`src/rtl/synth_pwm_stream_if.sv`:
```
// Sample request/response link between the synth (master) and the PWM stream consumer (slave).
interface synth_pwm_stream_if #(
  parameter int SAMPLE_W = 14
);
  logic                sample_ready;
  logic                sample_valid;
  logic [SAMPLE_W-1:0] sample;

  modport master (input sample_ready, output sample_valid, output sample);
  modport slave  (output sample_ready, input sample_valid, input sample);
endinterface

```
`src/rtl/synth_pwm_stream.sv`:
```
// Synth sample consumer: requests samples, buffers them in a FIFO and plays them out as PWM duty.
// Optional build macro SYNTH_PWM_UNDERFLOW_MUTE_EN loads midscale duty on an underflow period.
module synth_pwm_stream #(
  parameter int SAMPLE_W    = 14,
  parameter int PWM_W       = 10,
  parameter int FIFO_DEPTH  = 4,
  parameter int REQ_TIMEOUT = 4
) (
  input  logic                          clk,
  input  logic                          rst_n,
  input  logic                          enable,
  synth_pwm_stream_if.slave             s_if,
  output logic                          pwm,
  output logic [$clog2(FIFO_DEPTH):0]   fifo_level,
  output logic [7:0]                    underflow_cnt,
  output logic                          req_timeout_err
);

  localparam int AW    = $clog2(FIFO_DEPTH);
  localparam int LVL_W = AW + 1;
  localparam int TO_W  = (REQ_TIMEOUT > 1) ? $clog2(REQ_TIMEOUT) : 1;

  localparam logic [PWM_W-1:0] CNT_MAX  = '1;
  localparam logic [PWM_W-1:0] DUTY_MID = {1'b1, {(PWM_W-1){1'b0}}};

  localparam logic [0:0] ST_IDLE = 1'b0;
  localparam logic [0:0] ST_WAIT = 1'b1;

  // Offset-binary conversion of the top PWM_W sample bits; the LSBs are simply dropped.
  function automatic logic [PWM_W-1:0] to_duty(input logic [PWM_W-1:0] top);
    return {~top[PWM_W-1], top[PWM_W-2:0]};
  endfunction

  logic [0:0]       state;
  logic [TO_W-1:0]  tmo_cnt;
  logic [AW-1:0]    wr_ptr;
  logic [AW-1:0]    rd_ptr;
  logic [PWM_W-1:0] mem [FIFO_DEPTH];
  logic [PWM_W-1:0] pwm_cnt;
  logic [PWM_W-1:0] duty;

  logic             push;
  logic             pop;
  logic             timeout;
  logic             boundary;
  logic             fifo_empty;
  logic             req_free;
  logic             issue;
  logic [LVL_W:0]   level_after_push;

  generate
    if (SAMPLE_W > PWM_W) begin : g_lsb
      logic unused_sample_lsbs;
      assign unused_sample_lsbs = ^s_if.sample[SAMPLE_W-PWM_W-1:0];
    end
  endgenerate

  assign push       = (state == ST_WAIT) && s_if.sample_valid;
  assign timeout    = (state == ST_WAIT) && !s_if.sample_valid &&
                      (tmo_cnt == TO_W'(REQ_TIMEOUT - 1));
  assign boundary   = (pwm_cnt == CNT_MAX);
  assign fifo_empty = (fifo_level == '0);
  assign pop        = boundary && !fifo_empty;

  // A response or timeout frees the request slot in the same cycle, so pulses can be 2 cycles apart.
  assign req_free         = (state == ST_IDLE) || push || timeout;
  assign level_after_push = {1'b0, fifo_level} + {{LVL_W{1'b0}}, push};
  assign issue            = req_free && enable &&
                            (level_after_push < (LVL_W+1)'(FIFO_DEPTH));

  // Request FSM: one outstanding request, registered one-cycle sample_ready pulse.
  // NOTE: state registers use non-blocking assignments so every flop samples pre-edge values.
  always_ff @(posedge clk or negedge rst_n) begin
    if (!rst_n) begin
      state             <= ST_IDLE;
      tmo_cnt           <= '0;
      s_if.sample_ready <= 1'b0;
      req_timeout_err   <= 1'b0;
    end else begin
      if (issue) begin
        state             <= ST_WAIT;
        tmo_cnt           <= '0;
        s_if.sample_ready <= 1'b1;
      end else begin
        s_if.sample_ready <= 1'b0;
        if (push || timeout) begin
          state <= ST_IDLE;
        end else if (state == ST_WAIT) begin
          tmo_cnt <= tmo_cnt + TO_W'(1);
        end
      end
      if (timeout) begin
        req_timeout_err <= 1'b1;
      end
    end
  end

  // FIFO storage holds already-converted duty words; the head is read directly (fall-through).
  // NOTE: the data array has no reset; only pointers and level define what is valid.
  always_ff @(posedge clk) begin
    if (push) begin
      mem[wr_ptr] <= to_duty(s_if.sample[SAMPLE_W-1 -: PWM_W]);
    end
  end

  always_ff @(posedge clk or negedge rst_n) begin
    if (!rst_n) begin
      wr_ptr     <= '0;
      rd_ptr     <= '0;
      fifo_level <= '0;
    end else begin
      if (push) begin
        wr_ptr <= wr_ptr + AW'(1);
      end
      if (pop) begin
        rd_ptr <= rd_ptr + AW'(1);
      end
      case ({push, pop})
        2'b10:   fifo_level <= fifo_level + LVL_W'(1);
        2'b01:   fifo_level <= fifo_level - LVL_W'(1);
        default: fifo_level <= fifo_level;
      endcase
    end
  end

  // Free-running PWM counter; the duty register only changes on the last count of a period.
  always_ff @(posedge clk or negedge rst_n) begin
    if (!rst_n) begin
      pwm_cnt       <= '0;
      duty          <= DUTY_MID;
      underflow_cnt <= '0;
      pwm           <= 1'b0;
    end else begin
      pwm_cnt <= pwm_cnt + PWM_W'(1);
      pwm     <= (pwm_cnt < duty);
      if (boundary) begin
        if (!fifo_empty) begin
          duty <= mem[rd_ptr];
        end else begin
`ifdef SYNTH_PWM_UNDERFLOW_MUTE_EN
          duty <= DUTY_MID;
`else
          duty <= duty;
`endif
          if (underflow_cnt != 8'hFF) begin
            underflow_cnt <= underflow_cnt + 8'd1;
          end
        end
      end
    end
  end

endmodule

```
`src/flat_wrapper.sv`:
```
// flat-port wrapper written by rule: the top's interface ports become plain ports
module synth_pwm_stream_flat 
#(
  parameter int SAMPLE_W    = 14,
  parameter int PWM_W       = 10,
  parameter int FIFO_DEPTH  = 4,
  parameter int REQ_TIMEOUT = 4
)
  (clk, rst_n, enable, pwm, fifo_level, underflow_cnt, req_timeout_err, s_if_sample_ready, s_if_sample_valid, s_if_sample);
  synth_pwm_stream_if #(.SAMPLE_W(SAMPLE_W)) s_if_i ();
  input  logic clk;
  input  logic rst_n;
  input  logic enable;
  output logic pwm;
  output logic [$clog2(FIFO_DEPTH):0] fifo_level;
  output logic [7:0] underflow_cnt;
  output logic req_timeout_err;
  output wire logic [$bits(s_if_i.sample_ready)-1:0] s_if_sample_ready;
  input wire logic [$bits(s_if_i.sample_valid)-1:0] s_if_sample_valid;
  input wire logic [$bits(s_if_i.sample)-1:0] s_if_sample;
  assign s_if_sample_ready = s_if_i.sample_ready;
  assign s_if_i.sample_valid = s_if_sample_valid;
  assign s_if_i.sample = s_if_sample;
  synth_pwm_stream #(.SAMPLE_W(SAMPLE_W), .PWM_W(PWM_W), .FIFO_DEPTH(FIFO_DEPTH), .REQ_TIMEOUT(REQ_TIMEOUT)) u_core (.clk(clk), .rst_n(rst_n), .enable(enable), .s_if(s_if_i), .pwm(pwm), .fifo_level(fifo_level), .underflow_cnt(underflow_cnt), .req_timeout_err(req_timeout_err));
endmodule
```
`config.mk`:
```
export PLATFORM = sky130hd
export DESIGN_NAME = synth_pwm_stream_flat
export DESIGN_NICKNAME = d
export VERILOG_FILES = /design/src/rtl/synth_pwm_stream_if.sv /design/src/rtl/synth_pwm_stream.sv /design/src/flat_wrapper.sv
export SDC_FILE = /design/constraint.sdc
export NUM_CORES = 1
export LEC_CHECK = 0
export ABC_CLOCK_PERIOD_IN_PS = 4150
export CORE_MARGIN = 2
export CORE_UTILIZATION = 55
export CTS_BUF_LIST = sky130_fd_sc_hd__clkbuf_4 sky130_fd_sc_hd__clkbuf_8
export DETAILED_ROUTE_END_ITERATION = 8
export PLACE_DENSITY = 0.82
export SLEW_MARGIN = 20
export SYNTH_ARGS = -nofsm -noshare
export SYNTH_HDL_FRONTEND = slang
export SYNTH_SLANG_ARGS = --single-unit
```
`constraint.sdc`:
```
create_clock -name clk -period 4.15 [get_ports clk]
set_input_delay 0.6225 -clock clk [delete_from_list [all_inputs] [get_ports clk]]
set_output_delay 0.6225 -clock clk [all_outputs]
set_load 0.03 [all_outputs]
```
==> parameters.txt <==
Parameter                              Value

Routing
  DRC viols ... 0
  Total iterations of the first detailed-routing run ... 4
  Post-Route WL ... 5120 um
  Via-to-Cell Ratio ... 5.38
  DRT iter0 DRCs ... 98
  Total vias in the final route ... 1,868
  Detailed-route wire length per cell ... 14.7 um
  Post-route ant nets ... 0

Placed design
  Total placed instance area ... 3800 um2
  Post-DP HPWL ... 3450 um
  Placed cells ... 332
  Setup slack at placement ... 1650 ps
  Routability cong. ... 0.756
  PortBufs ... 27

STA
  Fin Clk Skew ... 7.16 ps
  Number of setup violations in the final report ... 0
  Number of max-slew violations in the final report ... 0
  Smallest setup slack after layout ... 1750 ps
  Relative slew margins ... 40.2%
  Max Clock Freq ... 417 MHz
  Shortest period the worst path allows ... 2400 ps
  Setup repair after global routing missed its margin ... no
  Final sum of negative setup slack ... 0 ps
  Fin. Hold Viols ... 0
  Period utilization ... 57.8%
  Actual slew at the worst max-slew pin ... 898 ps

Global routing
  GR met3 Demand/Resource ... 3.48%
  Vias in the first global route ... 1,918
  Total global routing overflow ... 0
  GRT Resource Usage Total ... 16.5%
  Met2 demand-to-capacity share in global routing ... 25.7%
  Wire length of the first global-routing pass ... 8800 um
  Largest net degree at the start of global routing ... 42
  Number of antenna violations at the first check in global routing ... 0
  Gr busiest metal ... met2
  Global-route met1 utilization ... 21.5%

Setup path
  Critical Path, Cell by Cell ... ha_1, nand2_1, or2_2, nor3_1, ha_1, fa_1, mux2_2
  CP endpoint ... u_core.fifo_level[1]
  Type of the worst setup path ... register to register
  Launching element type of the critical path ... register
  Setup crit end kind ... register
  Critical Path Most Common Cell ... ha_1
  Launching element of the worst setup path ... u_core.pwm_cnt[1]
  Crit path max-delay cell type ... fa_1
  Critical path peak fanout ... 4
  Flop-to-flop setup slack ... 1750 ps
  Reg-to-reg critical path startpoint ... u_core.pwm_cnt[1]
  CP required ... 4390 ps
  Arrival time of data at the critical path endpoint ... 2630 ps
  Largest stage delay, worst path ... 420 ps
  Cells on worst reg2reg path ... 7
  FF-to-FF End ... u_core.fifo_level[1]

Clocking
  Hold Buf Count CTS ... 0
  Maximum root-to-sink buffer count ... 2
  Clock root cell ... clkbuf_8
  Clock transition at the registers of the reported paths ... 80 ps
  TritonCTS clock tree ... done
  Buffers inserted by post-CTS timing repair ... 0
  Number of clock sinks ... 81
  Number of buffers created by CTS ... 9
  Count of H-tree levels built during CTS ... 3
  Post-cts sizing count ... 0
  Source-to-sink clock delay at the later pin of the worst-skew pair ... 350 ps

Power
  Net switching power of the design ... 501 uW
  Highest ir drop seen on vdd ... 318 uV
  Sequential group share of total power ... 56.3%
  Lkg Pwr ... 1.57 nW
  Sw frac ... 28.0%
  Power density over the cells ... 451 nW/um2
  Clock power share ... 27.8%
  Power share of the combinational group ... 15.9%
  Tot Pwr ... 1.79 mW
  Internal power summed over all cells ... 1.29 mW

Die
  Initial core utilization ... 57.5%
  DIE WIDTH ... 83.1 um
  Count of boundary I/O pins ... 32
  Cell Rows ... 28
  Floorplan Core Area ... 5990 um2
  Die outline height ... 83.1 um
  Die footprint ... 6910 um2

Synthesis
  Yosys reg bits ... 81
  Cell count after synthesis ... 233
  Synth Cell Area ... 3440 um2
  Net count after synthesis ... 269
  Top cell type's share of synthesized area ... 34.9%
  Yosys synthesis warning count ... 0
  Cell accounting for the most synthesized area ... edfxtp_1
  Sequential-to-total area share from yosys stat ... 64.7%
  Unique cell type count in the Yosys netlist ... 35
  Synth area leaders ... edfxtp_1 35%, dfrtp_1 29%, mux4_2 6.5%
  Per-instance average area after synthesis ... 14.8 um2
  Most used flip-flop cell after synthesis ... edfxtp_1
  Count of flip-flops with a built-in enable after synthesis ... 40
  Synth async-reset ratio ... 50.6%

Final layout
  Final cell count without fillers ... 347
  # nets final ... 304
  Area Growth Syn to Fin ... 15.3%
  Final design area excluding fillers ... 3970 um2
  Fill cell instance count of the final layout ... 438
  N_diodes ... 0
  Layout cell share with drive strength beyond 1 ... 14.0%

Min path
  Worst Hold Class ... input port to asynchronous set/reset pin

Run
  Max-cap violation count ... 0

Status
  Status ... finished, final reports clean
-- cells by family after synthesis --
logic type / after synthesis / synth area share (%)
AOI/OAI and AO/OA: 22 / 3.67
xor gates and xnor gates: 19 / 4.83
adders and majority gates: 18 / 6.76
buffers and inverters: 19 / 2.14
DFF: 81 / 64.7
muxes: 15 / 8.29
and+or+nand+nor: 59 / 9.56
-- power by group through the flow --
stage	Clock, mW	Combinational (mW)	Sequential, mW
after floorplan	0	0.138	1.06
after global placement	0	0.280	1.02
after detailed placement	0	0.290	1.03
after CTS	0.504	0.290	1.01
after global routing	0.548	0.316	1.02
final	0.497	0.285	1.01
-- cell usage after synthesis (2+ instances only) --
cell type  number
a21o_1          2
a21oi_1         6
nand2_1        20
inv_1          15
nor3_1          2
and3_1          7
nand2b_1        2
nand3b_1        3
edfxtp_1       40
xnor2_1        14
clkbuf_1        2
buf_2           2
xor2_1          5
mux2_2          3
dfrtp_1        40
nand4_1         6
nor2_1          4
ha_1           17
o21ai_0        11
nand3_1         7
and4_1          2
mux4_2         10
-- area by class of cell --
type	count	area [um2]	share of cell area, %
well taps	75	93.8	2.37
multi-input cells	133	1150	28.9
repair buffers	28	273	6.87
clock inverters	6	46.3	1.17
clock buffers	9	124	3.12
inverters	15	56.3	1.42
flip-flops and latches	81	2230	56.2
-- cell usage in the layout, fill, tap and decap left out, types with 5 or more instances in the layout --
cell             synthesis  layout
a21oi_1                  6       6
and3_1                   7       7
clkbuf_8                 0       9
clkdlybuf4s50_1          0      26
dfrtp_1                 40      40
edfxtp_1                40      40
ha_1                    17      17
inv_1                   15      15
mux4_2                  10      10
nand2_1                 20      20
nand3_1                  7       7
nand4_1                  6       6
o21ai_0                 11      11
xnor2_1                 14      14
xor2_1                   5       5
-- routing by layer --
metal	wire, um	share of wire (%)
met5	0	0
met4	114	2.2
met3	165	3.2
met2	2450	48
met1	2380	47
-- through the flow --
| step | hold WS (ps) | util, % |
|---|---|---|
| 2_1_floorplan | 327 | - |
| 6_report | 404 | 66.2 |
| 4_1_cts | 431 | 66.2 |
| 5_1_grt | 487 | 66.2 |
| 3_3_place_gp | 451 | 63.4 |
| 3_5_place_dp | 461 | 63.4 |
-- worst min path at each step --
stage | to | slack [ps] | start | cells after the start
after floorplan | u_core.duty[0] | 330 | rst_n | 0
after global placement | u_core.req_timeout_err | 450 | u_core.req_timeout_err | 1
after detailed placement | u_core.req_timeout_err | 460 | u_core.req_timeout_err | 1
after CTS | u_core.duty[3] | 430 | rst_n | 1
after global routing | u_core.s_if.sample_ready | 490 | rst_n | 1
final | u_core.pwm_cnt[6] | 400 | rst_n | 1
-- sequential cells by signal, indices dropped and copies added (netlist names) --
name                      flops
u_core.pwm_cnt               10
u_core.underflow_cnt          8
u_core.wr_ptr                 2
u_core.fifo_level             3
u_core.mem                   40
u_core.rd_ptr                 2
u_core.req_timeout_err        1
u_core.pwm                    1
u_core.state                  1
u_core.duty                  10
u_core.s_if.sample_ready      1
u_core.tmo_cnt                2
-- worst max-delay path, delay by kind of cell, from the launching register on --
family | cells | cell delay [ps]
fa+ha+maj | 3 | 890
simple gates | 3 | 730
flops | 1 | 410
mux | 1 | 260
Power figures use the tool's default switching activity.
==> edit (same flow settings) <==
`FIFO_DEPTH` is set to 4 in 2 places; all go to 8.
--- a/src/rtl/synth_pwm_stream.sv
+++ b/src/rtl/synth_pwm_stream.sv
@@ -4,5 +4,5 @@
   parameter int SAMPLE_W    = 14,
   parameter int PWM_W       = 10,
-  parameter int FIFO_DEPTH  = 4,
+  parameter int FIFO_DEPTH  = 8,
   parameter int REQ_TIMEOUT = 4
 ) (
--- a/src/flat_wrapper.sv
+++ b/src/flat_wrapper.sv
@@ -4,5 +4,5 @@
   parameter int SAMPLE_W    = 14,
   parameter int PWM_W       = 10,
-  parameter int FIFO_DEPTH  = 4,
+  parameter int FIFO_DEPTH  = 8,
   parameter int REQ_TIMEOUT = 4
 )
Ports: changed (resized fifo_level); port bits go from 32 to 33. The function was not compared with the original's and may differ.
==> edit against the original RTL <==
  * Worst setup slack worse by 0.21 ns
  * Final area up 52%
  * Largest cell class unchanged
  * Power up 65%
  * First-iteration DRC count up 36%
  * Critical endpoint is now u_core.fifo_level[2]
  * Wire length up 71%
  * Synthesized area up 50%
  * Sequential cell count up 43
  * Clock power up 110%
  * Clock skew down 0.00087 ns
==> edit: results (changes against the original RTL) <==
- The number of H-tree levels was 4 (+1).
- The number of fillers in the final layout came to 626 (+43%).
- The final antenna-violating net count is 0 (unchanged).
- The prevailing post-synth register cell is sky130_fd_sc_hd__edfxtp_1.
- The pin count of the biggest net entering global routing was 45 (+7.1%).
- The clock network latency to the later pin of the worst-skew pair is 0.42 ns (+0.07 ns).
- The CTS buffer count came to 17 (+8).
- The net load switching power is 0.0008025 W (+60%).
- The number of synthesized flops with an enable pin came to 80 (+100%).
- Counting instances in the post-synthesis netlist gives the leading cell types as 80 x sky130_fd_sc_hd__edfxtp_1, 43 x sky130_fd_sc_hd__dfrtp_1, 20 x sky130_fd_sc_hd__mux4_2, 18 x sky130_fd_sc_hd__nor2_1, 17 x sky130_fd_sc_hd__ha_1.
- The fraction of final layout cells sized beyond drive strength 1 is 0.2005 (+0.06082).
- The post-CTS repair timing setup buffer count came to 0 (unchanged).
- The run finished with clean final reports.
- The maximum resistive drop on vdd is 0.0003620 V (+14%).
- The starting DRC count in detailed routing is 133 (+36%).
- The post-DP HPWL is 5.468 mm (+59%).
- The total wirelength of the detailed-routed design was 8.739 mm (+71%).
- The number of inserted diodes is 0 (unchanged).
- The post-cts resize count is 0 (unchanged).
- The total global-route track usage is 0.1940 (+0.02930).
- The count of unique library cells instantiated by Yosys came to 43 (+23%).
- The maximum clock path buffer count came to 2 (unchanged).
- The largest registers in the layout are u_core.mem (80), u_core.duty (10), u_core.pwm_cnt (10).
- The total number of nets in the final design is 401 (+32%).
- The maximum fanout count along the critical path is 25 (+21).
- The number of buffers inserted by port buffering is 28 (+3.7%).
- The proportion of synthesized flip-flops having asynchronous set or reset was 0.3548 (-0.1513).
- The post-synth net total came to 353 (+31%).
- The placer's final routability congestion estimate is 0.8004 (+5.8%).
- The number of iterations in the first detailed-routing pass was 5 (+1).
- The worst flop-to-flop path startpoint is u_core.fifo_level[2].
- The area of placed instances is 5638 µm² (+48%).
- The footprint of the flip-flops and latches is 3505 µm² (+57%).
- The data arrival time of the worst path is 2.91 ns (+0.28 ns).
- The static leakage is 2.254 nW (+44%).
- The wire length of the first global-routing pass is 14.48 mm (+65%).
- The share of synthesized area occupied by flip-flops and latches is 0.6776 (+0.03015).
- The via count of the first global-routing pass is 2892 (+51%).
- The largest stage delay on the critical path is 0.58 ns (+0.16 ns).
- The actual slew at the worst max-slew pin is 0.9666 ns (+0.06889 ns).
- The routed via count divided by cell count is 5.633 (+4.6%).
- In the post-synthesis netlist, the biggest area contributors are sky130_fd_sc_hd__edfxtp_1 46%, sky130_fd_sc_hd__dfrtp_1 21%, sky130_fd_sc_hd__mux4_2 8.7%.
- The initial antenna violation count is 0 (unchanged).
- The setup skew after layout was 0.006298 ns (-0.0008668 ns).
- For this design, the slowest cell found on the critical path is sky130_fd_sc_hd__o41ai_1.
-- edit: critical path, delay by kind of cell, from the launching register on --
kind                     cells  cell delay [ns]
AO/OA/AOI/OAI                2             0.73
flip-flops                   1             0.48
adder cells (fa/ha/maj)      2             0.46
XOR/XNOR                     3             0.46
buffers and inverters        1             0.23
AND/OR/NAND/NOR              2             0.11
-- edit: area by class of cell --
cell class	count	area share
tap	111	0.02301
clock inverter	15	0.02716
sequential	124	0.5806
clock buffer	17	0.03876
multi-input combinational	172	0.2643
timing repair buffer	38	0.05804
inverter	13	0.008085
-- edit: path summary, 6_finish.rpt --
path | to | slack (ns) | cells after the start
max in group asynchronous | u_core.pwm | 3.20 | 1
setup / recovery | u_core.fifo_level[2] | 1.54 | 10
hold reg to reg | u_core.req_timeout_err | 0.47 | 1
setup reg to reg | u_core.fifo_level[2] | 1.54 | 10
min in group clk | u_core.req_timeout_err | 0.47 | 1
hold / removal | u_core.pwm_cnt[3] | 0.35 | 1
-- edit: power groups by stage --
stage / sequential (W) / clock (W) / combinational, W
floorplan: 0.00158 / 0 / 0.000190
global placement: 0.00155 / 0 / 0.000365
detailed placement: 0.00156 / 0 / 0.000376
CTS: 0.00154 / 0.00106 / 0.000376
global route: 0.00156 / 0.00112 / 0.000408
finish: 0.00154 / 0.00104 / 0.000370
-- edit: metal layers --
| metal | vias up | track usage | wire length (µm) |
|---|---|---|---|
| li1 | 1313 | - | - |
| met1 | 1362 | 0.2494 | 3652 |
| met3 | 14 | 0.04854 | 487 |
| met2 | 71 | 0.3164 | 4451 |
| met4 | 0 | 0.08420 | 147 |
| met5 | - | 0 | 0 |
-- edit: metrics by stage --
| stage | total power [W] | worst slack, ns | std cells |
|---|---|---|---|
| 4_1_cts | 0.002980 | 1.528 | 490 |
| 3_5_place_dp | 0.001940 | 1.328 | 458 |
| 3_3_place_gp | 0.001918 | 1.407 | 458 |
| 5_1_grt | 0.003084 | 1.321 | 490 |
| 2_1_floorplan | 0.001774 | 1.509 | 318 |
| 6_report | 0.002954 | 1.543 | 490 |
-- edit: cell families after synthesis --
kind of cell,count (synthesis),synth area share
AND/OR/NAND/NOR,67,0.07305
buffers and inverters,22,0.01693
XOR/XNOR,23,0.03895
multiplexers,35,0.1178
AO/OA/AOI/OAI,30,0.03459
flip-flops,124,0.6776
adder cells (fa/ha/maj),17,0.04112
